File: src/rtl/pipe_hazard_ctrl.sv
// pipe_hazard_ctrl: RAW-hazard stall, jump flush, end drain/halt sequencer with saturating perf counters
module pipe_hazard_ctrl #(
    parameter int REGI_BITS    = 4,
    parameter int VECT_BITS    = 2,
    parameter int DRAIN_CYCLES = 2,
    parameter int CNT_BITS     = 16
) (
    input  logic                 clk_i,
    input  logic                 rst_i,
    input  logic                 id_valid_i,
    input  logic [REGI_BITS-1:0] id_src1_int_i,
    input  logic [REGI_BITS-1:0] id_src2_int_i,
    input  logic                 id_use1_int_i,
    input  logic                 id_use2_int_i,
    input  logic [VECT_BITS-1:0] id_src1_vec_i,
    input  logic [VECT_BITS-1:0] id_src2_vec_i,
    input  logic                 id_use1_vec_i,
    input  logic                 id_use2_vec_i,
    input  logic                 ex_wr_int_i,
    input  logic [REGI_BITS-1:0] ex_dest_int_i,
    input  logic                 ex_wr_vec_i,
    input  logic [VECT_BITS-1:0] ex_dest_vec_i,
    input  logic                 mem_wr_int_i,
    input  logic [REGI_BITS-1:0] mem_dest_int_i,
    input  logic                 mem_wr_vec_i,
    input  logic [VECT_BITS-1:0] mem_dest_vec_i,
    input  logic                 jump_taken_i,
    input  logic                 end_i,
    output logic                 pc_we_o,
    output logic                 ifid_we_o,
    output logic                 ifid_flush_o,
    output logic                 idex_flush_o,
    output logic                 exmem_flush_o,
    output logic                 pc_sel_jump_o,
    output logic                 halted_o,
    output logic [1:0]           state_o,
    output logic [CNT_BITS-1:0]  stall_cnt_o,
    output logic [CNT_BITS-1:0]  jump_cnt_o
);
    localparam int DW = $clog2(DRAIN_CYCLES + 1);
    typedef enum logic [1:0] {S_INIT, S_RUN, S_DRAIN, S_HALTED} state_t;
    state_t              state_q, state_d;
    logic [DW-1:0]       drain_q, drain_d;
    logic [CNT_BITS-1:0] stall_q, stall_d, jump_q, jump_d;
    logic                haz_int, haz_vec, hazard;
    assign haz_int = (id_use1_int_i && ((ex_wr_int_i && id_src1_int_i == ex_dest_int_i) ||
                                        (mem_wr_int_i && id_src1_int_i == mem_dest_int_i))) ||
                     (id_use2_int_i && ((ex_wr_int_i && id_src2_int_i == ex_dest_int_i) ||
                                        (mem_wr_int_i && id_src2_int_i == mem_dest_int_i)));
    assign haz_vec = (id_use1_vec_i && ((ex_wr_vec_i && id_src1_vec_i == ex_dest_vec_i) ||
                                        (mem_wr_vec_i && id_src1_vec_i == mem_dest_vec_i))) ||
                     (id_use2_vec_i && ((ex_wr_vec_i && id_src2_vec_i == ex_dest_vec_i) ||
                                        (mem_wr_vec_i && id_src2_vec_i == mem_dest_vec_i)));
    assign hazard  = id_valid_i && (haz_int || haz_vec);
    always_ff @(posedge clk_i or negedge rst_i) begin
        if (!rst_i) begin
            state_q <= S_INIT;
            drain_q <= DW'(DRAIN_CYCLES);
            stall_q <= '0;
            jump_q  <= '0;
        end else begin
            state_q <= state_d;
            drain_q <= drain_d;
            stall_q <= stall_d;
            jump_q  <= jump_d;
        end
    end
    always_comb begin
        state_d       = state_q;
        drain_d       = DW'(DRAIN_CYCLES);
        stall_d       = stall_q;
        jump_d        = jump_q;
        pc_we_o       = 1'b0;
        ifid_we_o     = 1'b0;
        ifid_flush_o  = 1'b1;
        idex_flush_o  = 1'b1;
        exmem_flush_o = 1'b1;
        pc_sel_jump_o = 1'b0;
        halted_o      = 1'b0;
        case (state_q)
            S_INIT: state_d = S_RUN;
            S_RUN: begin
                if (end_i) begin
                    state_d = S_DRAIN;
                end else if (jump_taken_i) begin
                    pc_we_o       = 1'b1;
                    ifid_we_o     = 1'b1;
                    pc_sel_jump_o = 1'b1;
                    jump_d        = (&jump_q) ? jump_q : jump_q + CNT_BITS'(1);
                end else if (hazard) begin
                    ifid_flush_o  = 1'b0;
                    exmem_flush_o = 1'b0;
                    stall_d       = (&stall_q) ? stall_q : stall_q + CNT_BITS'(1);
                end else begin
                    pc_we_o       = 1'b1;
                    ifid_we_o     = 1'b1;
                    ifid_flush_o  = 1'b0;
                    idex_flush_o  = 1'b0;
                    exmem_flush_o = 1'b0;
                end
            end
            S_DRAIN: begin
                drain_d = drain_q - DW'(1);
                state_d = (drain_q <= DW'(1)) ? S_HALTED : S_DRAIN;
            end
            S_HALTED: halted_o = 1'b1;
        endcase
    end
    assign state_o     = state_q;
    assign stall_cnt_o = stall_q;
    assign jump_cnt_o  = jump_q;
endmodule

File: config.mk
export PLATFORM = sky130hd
export DESIGN_NAME = pipe_hazard_ctrl
export DESIGN_NICKNAME = d
export VERILOG_FILES = /design/src/rtl/pipe_hazard_ctrl.sv
export SDC_FILE = /design/constraint.sdc
export NUM_CORES = 1
export LEC_CHECK = 0
export CAP_MARGIN = 30
export CORE_MARGIN = 5
export CORE_UTILIZATION = 40
export DETAILED_ROUTE_END_ITERATION = 7
export PLACE_DENSITY = 0.77
export SYNTH_ARGS = -nofsm -noshare
export SYNTH_HDL_FRONTEND = slang
export SYNTH_SLANG_ARGS = --single-unit
File: constraint.sdc
create_clock -name clk_i -period 2.16 [get_ports clk_i]
set_clock_uncertainty 0.1 [all_clocks]
set_input_delay 0.216 -clock clk_i [delete_from_list [all_inputs] [get_ports clk_i]]
set_output_delay 0.216 -clock clk_i [all_outputs]
set_load 0.01 [all_outputs]
After elaboration in Yosys (flattened, before gate mapping)
Cells that the tools add are included.
- add/sub/neg operators: 3
- $lt $le $gt $ge: 1
- eq/ne operators: 12
- muxes and demuxes: 18
- bitwise operators: 4
- reductions and logical operators: 27
- operators by type and width (operator ; number):
    16-bit by 1-bit adder with 16-bit output (second input constant) ; 2
    16-bit AND reduction ; 2
    4-bit equality test ; 4
    1-bit two-way mux ; 15
    1-bit logical AND ; 13
    2-bit equality test ; 4
    1-bit logical OR ; 7
    2-bit one-hot mux with 3 select lines ; 1
    5-bit AND reduction ; 1
    2-bit equality test (second input constant) ; 2
    2-bit two-way mux ; 2
    1-bit inverter ; 4
    4-bit AND reduction ; 1
    3-bit nonzero test ; 1
    2-bit by 1-bit equality test with 1-bit output (second input constant) ; 1
    2-bit by 1-bit less-or-equal comparator with 1-bit output (second input constant) ; 1
    2-bit zero test ; 1
    2-bit inequality test (second input constant) ; 1
    2-bit AND reduction ; 1
    2-bit by 1-bit subtractor with 2-bit output (second input constant) ; 1
- bits in registers: 36
- input bits: 37
- output and inout port bits: 41
- word-level logic and storage cells: 69

Depth between registers and ports, before layout
- depth in word-level cells: 11
- mapped depth: 10
- gate-level depth less buffers: 9

Worst setup path after synthesis
OpenSTA, ideal clock, no wires.
- path type: register to register
- start point: register state_q[1] (netlist: state_o[1])
- end point: register jump_q[15] (netlist: jump_cnt_o[15])
- setup time: 125 ps
- arrival time: 2034 ps
- required time: 1935 ps
- path slack: -100 ps
- stages on the path, launching flop included: 11
- path buffers: 1
- clock period less this slack: 2260 ps
- cell sequence: dfrtp_1 > inv_1 > ha_1 > nor2b_1 > and2_1 > o31a_1 > and3_4 > and3_4 > buf_6 > nand4_2 > xnor2_1
- word-level cells in the longest chain between the ends: 2
- ends and longest elaborated chain (item ; line ; text):
    from (decl) ; 42 ; state_t state_q, state_d;
    from (signal assigned) ; 62 ; state_q <= state_d;
    2-bit by 1-bit equality test with 1-bit output ; 80 ; case (state_q)
    4-bit AND reduction (no line) ; n/a ;
    to (signal assigned) ; 65 ; jump_q <= jump_d;
    to (decl) ; 44 ; logic [CNT_BITS-1:0] stall_q, stall_d, jump_q, jump_d;
Every way passes these cells.
A chain may end at the register's enable or synchronous reset.

Worst setup path in the final report
- start point: input port mem_dest_int_i[3]
- end point: output port idex_flush_o
- word-level cells in the longest chain between the ends: 11
- elaborated cells on any way between the ends: 15
- those cells by class: eq/ne (2); mux (4); reduce/logical (9)
- ends and longest elaborated chain (item ; line ; text):
    from (decl) ; 24 ; input logic [REGI_BITS-1:0] mem_dest_int_i,
    4-bit equality test, on equally long branches ; 47, 49 ;
    1-bit logical AND, on equally long branches ; 47, 49 ;
    1-bit logical OR, on equally long branches ; 46, 48 ;
    1-bit logical AND, on equally long branches ; 46, 48 ;
    1-bit logical OR (*) ; 47 ; (mem_wr_int_i && id_src1_int_i == mem_dest_int_i))) ||
    1-bit logical OR (*) ; 54 ; assign hazard = id_valid_i && (haz_int || haz_vec);
    1-bit logical AND (*) ; 54 ;
    1-bit two-way mux (*) ; 90 ; end else if (hazard) begin
    1-bit two-way mux (*) ; 85 ; end else if (jump_taken_i) begin
    1-bit two-way mux (*) ; 83 ; if (end_i) begin
    1-bit two-way mux (*) ; 80 ;
    to (decl) ; 32 ; output logic idex_flush_o,
Every way passes the cells marked *; elsewhere a longest branch is shown, timed or not.

==> impl_metrics.py <==
metrics = {
    "route": {
        "routed_via_density": 4.905,
        "met3_length_um": 206,
        "dr_wl_met2_um": 2638,
        "vias": 1805,
        "drtAntennaViolNets": 0,
        "routed_wl_um": 5223,
        "avgRoutedWirePerCell_um": 14.19,
        "drtIter0Drc": 70,
        "drt_pass1_iterations": 4,
        "met1_length_um": 2240,
        "drc": 0,
        "highest_layer": "met4",
    },
    "final_layout": {
        "multi_input_area_mm2": 0.001112,
        "layout-area-overhead-vs-synth_pct": 53.71,
        "antenna_cells": 0,
        "nNetsFinal": 341,
        "stdcell_count": 368,
        "fillers": 451,
        "drive_gt1_frac": 0.1309,
        "regArea_um2": 902.1,
    },
    "timing": {
        "fin_crit_ns": 2.057,
        "finalMaxSlewViolations": 0,
        "relSlewSlack": 0.6990,
        "tightest_slew_ns": 0.4515,
        "rsz0062_at_grt": "true",
        "finalCritPeriodShare": 0.9525,
        "fmax_mhz": 486.0,
        "final_hold_viol_count": 0,
        "setup_viol": 0,
    },
    "worst_setup_path": {
        "cp.required_ns": 1.84,
        "cp_max_fo": 2,
        "r2r_slack_ns": 0.19,
        "cp-start-kind": "input pin",
        "arrival_ns": 1.74,
        "cp-end-kind": "output port",
        "r2r_cells": 8,
        "path_class": "in2out",
    },
    "clocking": {
        "cts_buffers": 5,
        "htree_levels": 2,
        "cts-root-buf": "clkbuf_8",
        "cts_tree": "done",
        "cts.path.max_buffers": 2,
        "insertion_delay_ns": 0.30,
        "cts.sinks": 36,
        "cts_hold_buf": 0,
        "clkTransAtPathRegs_ns": 0.08,
    },
    "grt": {
        "antenna_found_initial": 0,
        "grt_max_degree": 37,
        "overflow": 0,
        "grt_pass1_wl_um": 8673,
        "grt_pass1_vias": 1912,
        "track_usage": 0.1708,
    },
    "place": {
        "hpwl_um": 4133,
        "io_buffers": 77,
        "placed_cells_incl_taps": 360,
        "place_congestion": 0.8437,
    },
    "die": {
        "num_io_pins": 78,
        "rows": 26,
        "dieHeight_um": 81.43,
        "die_area_mm2": 0.006630,
        "initial_utilization": 0.4047,
        "core_mm2": 0.005042,
        "die_w_um": 81.43,
    },
    "power_and_ir_drop": {
        "totalPowerFinal_mw": 1.306,
        "p_per_area_mw_per_mm2": 416.4,
        "peakVddDrop_mv": 0.3626,
        "p_leak_nw": 1.470,
    },
    "synth": {
        "synth_area_per_cell_um2": 10.31,
        "syn_inst": 198,
        "syn_nets": 242,
        "ys_types": 33,
        "yosysWarnings": 0,
        "syn_area_mm2": 0.002041,
        "synth_seq_area_share": 0.4421,
        "yosys_register_bits": 36,
    },
    "job": {
        "maxCapViolCount": 0,
    },
    "status": {
        "status": "finished, final reports clean",
    },
    "min_path": {
        "hp-class": "in2async",
    },
}
-- registers in the layout, indices dropped and copies added, names as in the netlist --
name	flops
jump_cnt_o	16
stall_cnt_o	16
state_o	2
drain_q	2
-- cell type report --
| type | instances | share of cell area |
|---|---|---|
| multi-input combinational | 150 | 0.3546 |
| timing repair buffer | 96 | 0.2924 |
| sequential | 36 | 0.2876 |
| tap | 70 | 0.02792 |
| clock buffer | 5 | 0.02194 |
| inverter | 8 | 0.009573 |
| clock inverter | 3 | 0.005983 |
-- final timing paths --
| path | end | startpoint |
|---|---|---|
| setup / recovery | idex_flush_o | mem_dest_int_i[3] |
| hold / removal | stall_cnt_o[4] | rst_i |
| setup reg to reg | stall_cnt_o[10] | stall_cnt_o[7] |
| hold reg to reg | drain_q[0] | drain_q[0] |
| max in group asynchronous | drain_q[1] | rst_i |
| min in group clk_i | drain_q[0] | drain_q[0] |
-- stage by stage --
stage / setup TNS [ns] / setup slack, ns / hold slack, ns / util / cell area [um^2]
after floorplan: 0 / 0.002289 / -0.1796 / - / 2046
after global placement: -1.672 / -0.2627 / 0.3213 / 0.6005 / 3028
after detailed placement: -2.523 / -0.3386 / 0.3317 / 0.6005 / 3028
after CTS: -0.003109 / -0.003109 / 0.2346 / 0.6164 / 3108
after global routing: -0.0003937 / -0.0003937 / 0.2667 / 0.6221 / 3137
final: 0 / 0.1025 / 0.2193 / 0.6221 / 3137
-- kinds of logic after synthesis --
| family | share of synthesized area |
|---|---|
| and+or+nand+nor | 0.2060 |
| xor gates and xnor gates | 0.2318 |
| DFF | 0.4421 |
| buffers and inverters | 0.03004 |
| AOI/OAI and AO/OA | 0.03617 |
| adders and majority gates | 0.04292 |
| muxes | 0.01104 |
-- report_power, final --
part           total, mW  switching [mW]  internal, mW
clock              0.478           0.253         0.224
combinational      0.154          0.0632        0.0913
sequential         0.674               0         0.674
total               1.31           0.317         0.989
-- Yosys cell counts (all sizes together) --
master,instances,area [um^2]
dfrtp,35,875.8
xnor2,27,236.5
xor2,27,236.5
nand2,15,56.30
nand4,13,87.58
nand3,12,60.06
nor3,11,55.05
inv,8,30.03
ha,7,87.58
nor2,7,26.28
and3,4,35.03
buf,4,31.27
nand2b,4,25.02
o21ai,4,20.01
nor4,3,18.77
and2,2,12.51
and4,2,17.52
mux2,2,22.52
nor2b,2,12.51
a21oi,1,5.000
a22o,1,8.760
dfstp,1,26.28
nand3b,1,7.510
o2111a,1,11.26
o211ai,1,12.51
o21a,1,7.510
o31a,1,8.760
or2,1,6.260
-- layer usage --
layer | global-route usage | vias up
met3 | 0.03180 | 17
met5 | 0 | -
met2 | 0.2899 | 55
li1 | - | 878
met4 | 0.07264 | 0
met1 | 0.2118 | 855
-- critical path, stage by stage --
cell,delay [ns]
clkdlybuf4s50_1,0.52
xor2_1,0.20
nor3_1,0.07
nand4_1,0.09
nand4_1,0.15
o21ai_2,0.18
nand2b_1,0.07
clkdlybuf4s15_1,0.25
-- what timing repair did --
action,CTS,global route
setup buffers,0,0
cloned,0,0
endpoints found under the setup margin,7,6
pin swaps,4,6
resized for setup,11,13
endpoints found under the hold margin,0,0
-- cells in the final DEF (no fill, tap or decap), drive strengths merged, types with 8 or more instances in the layout --
cell / Yosys / routed
nor3: 11 / 11
xor2: 27 / 27
clkdlybuf4s50: 0 / 63
buf: 4 / 19
dfrtp: 35 / 35
xnor2: 27 / 27
nand2: 15 / 15
nand4: 13 / 13
inv: 8 / 8
nand3: 12 / 12
Note: power is estimated with default switching activity, not from simulation.
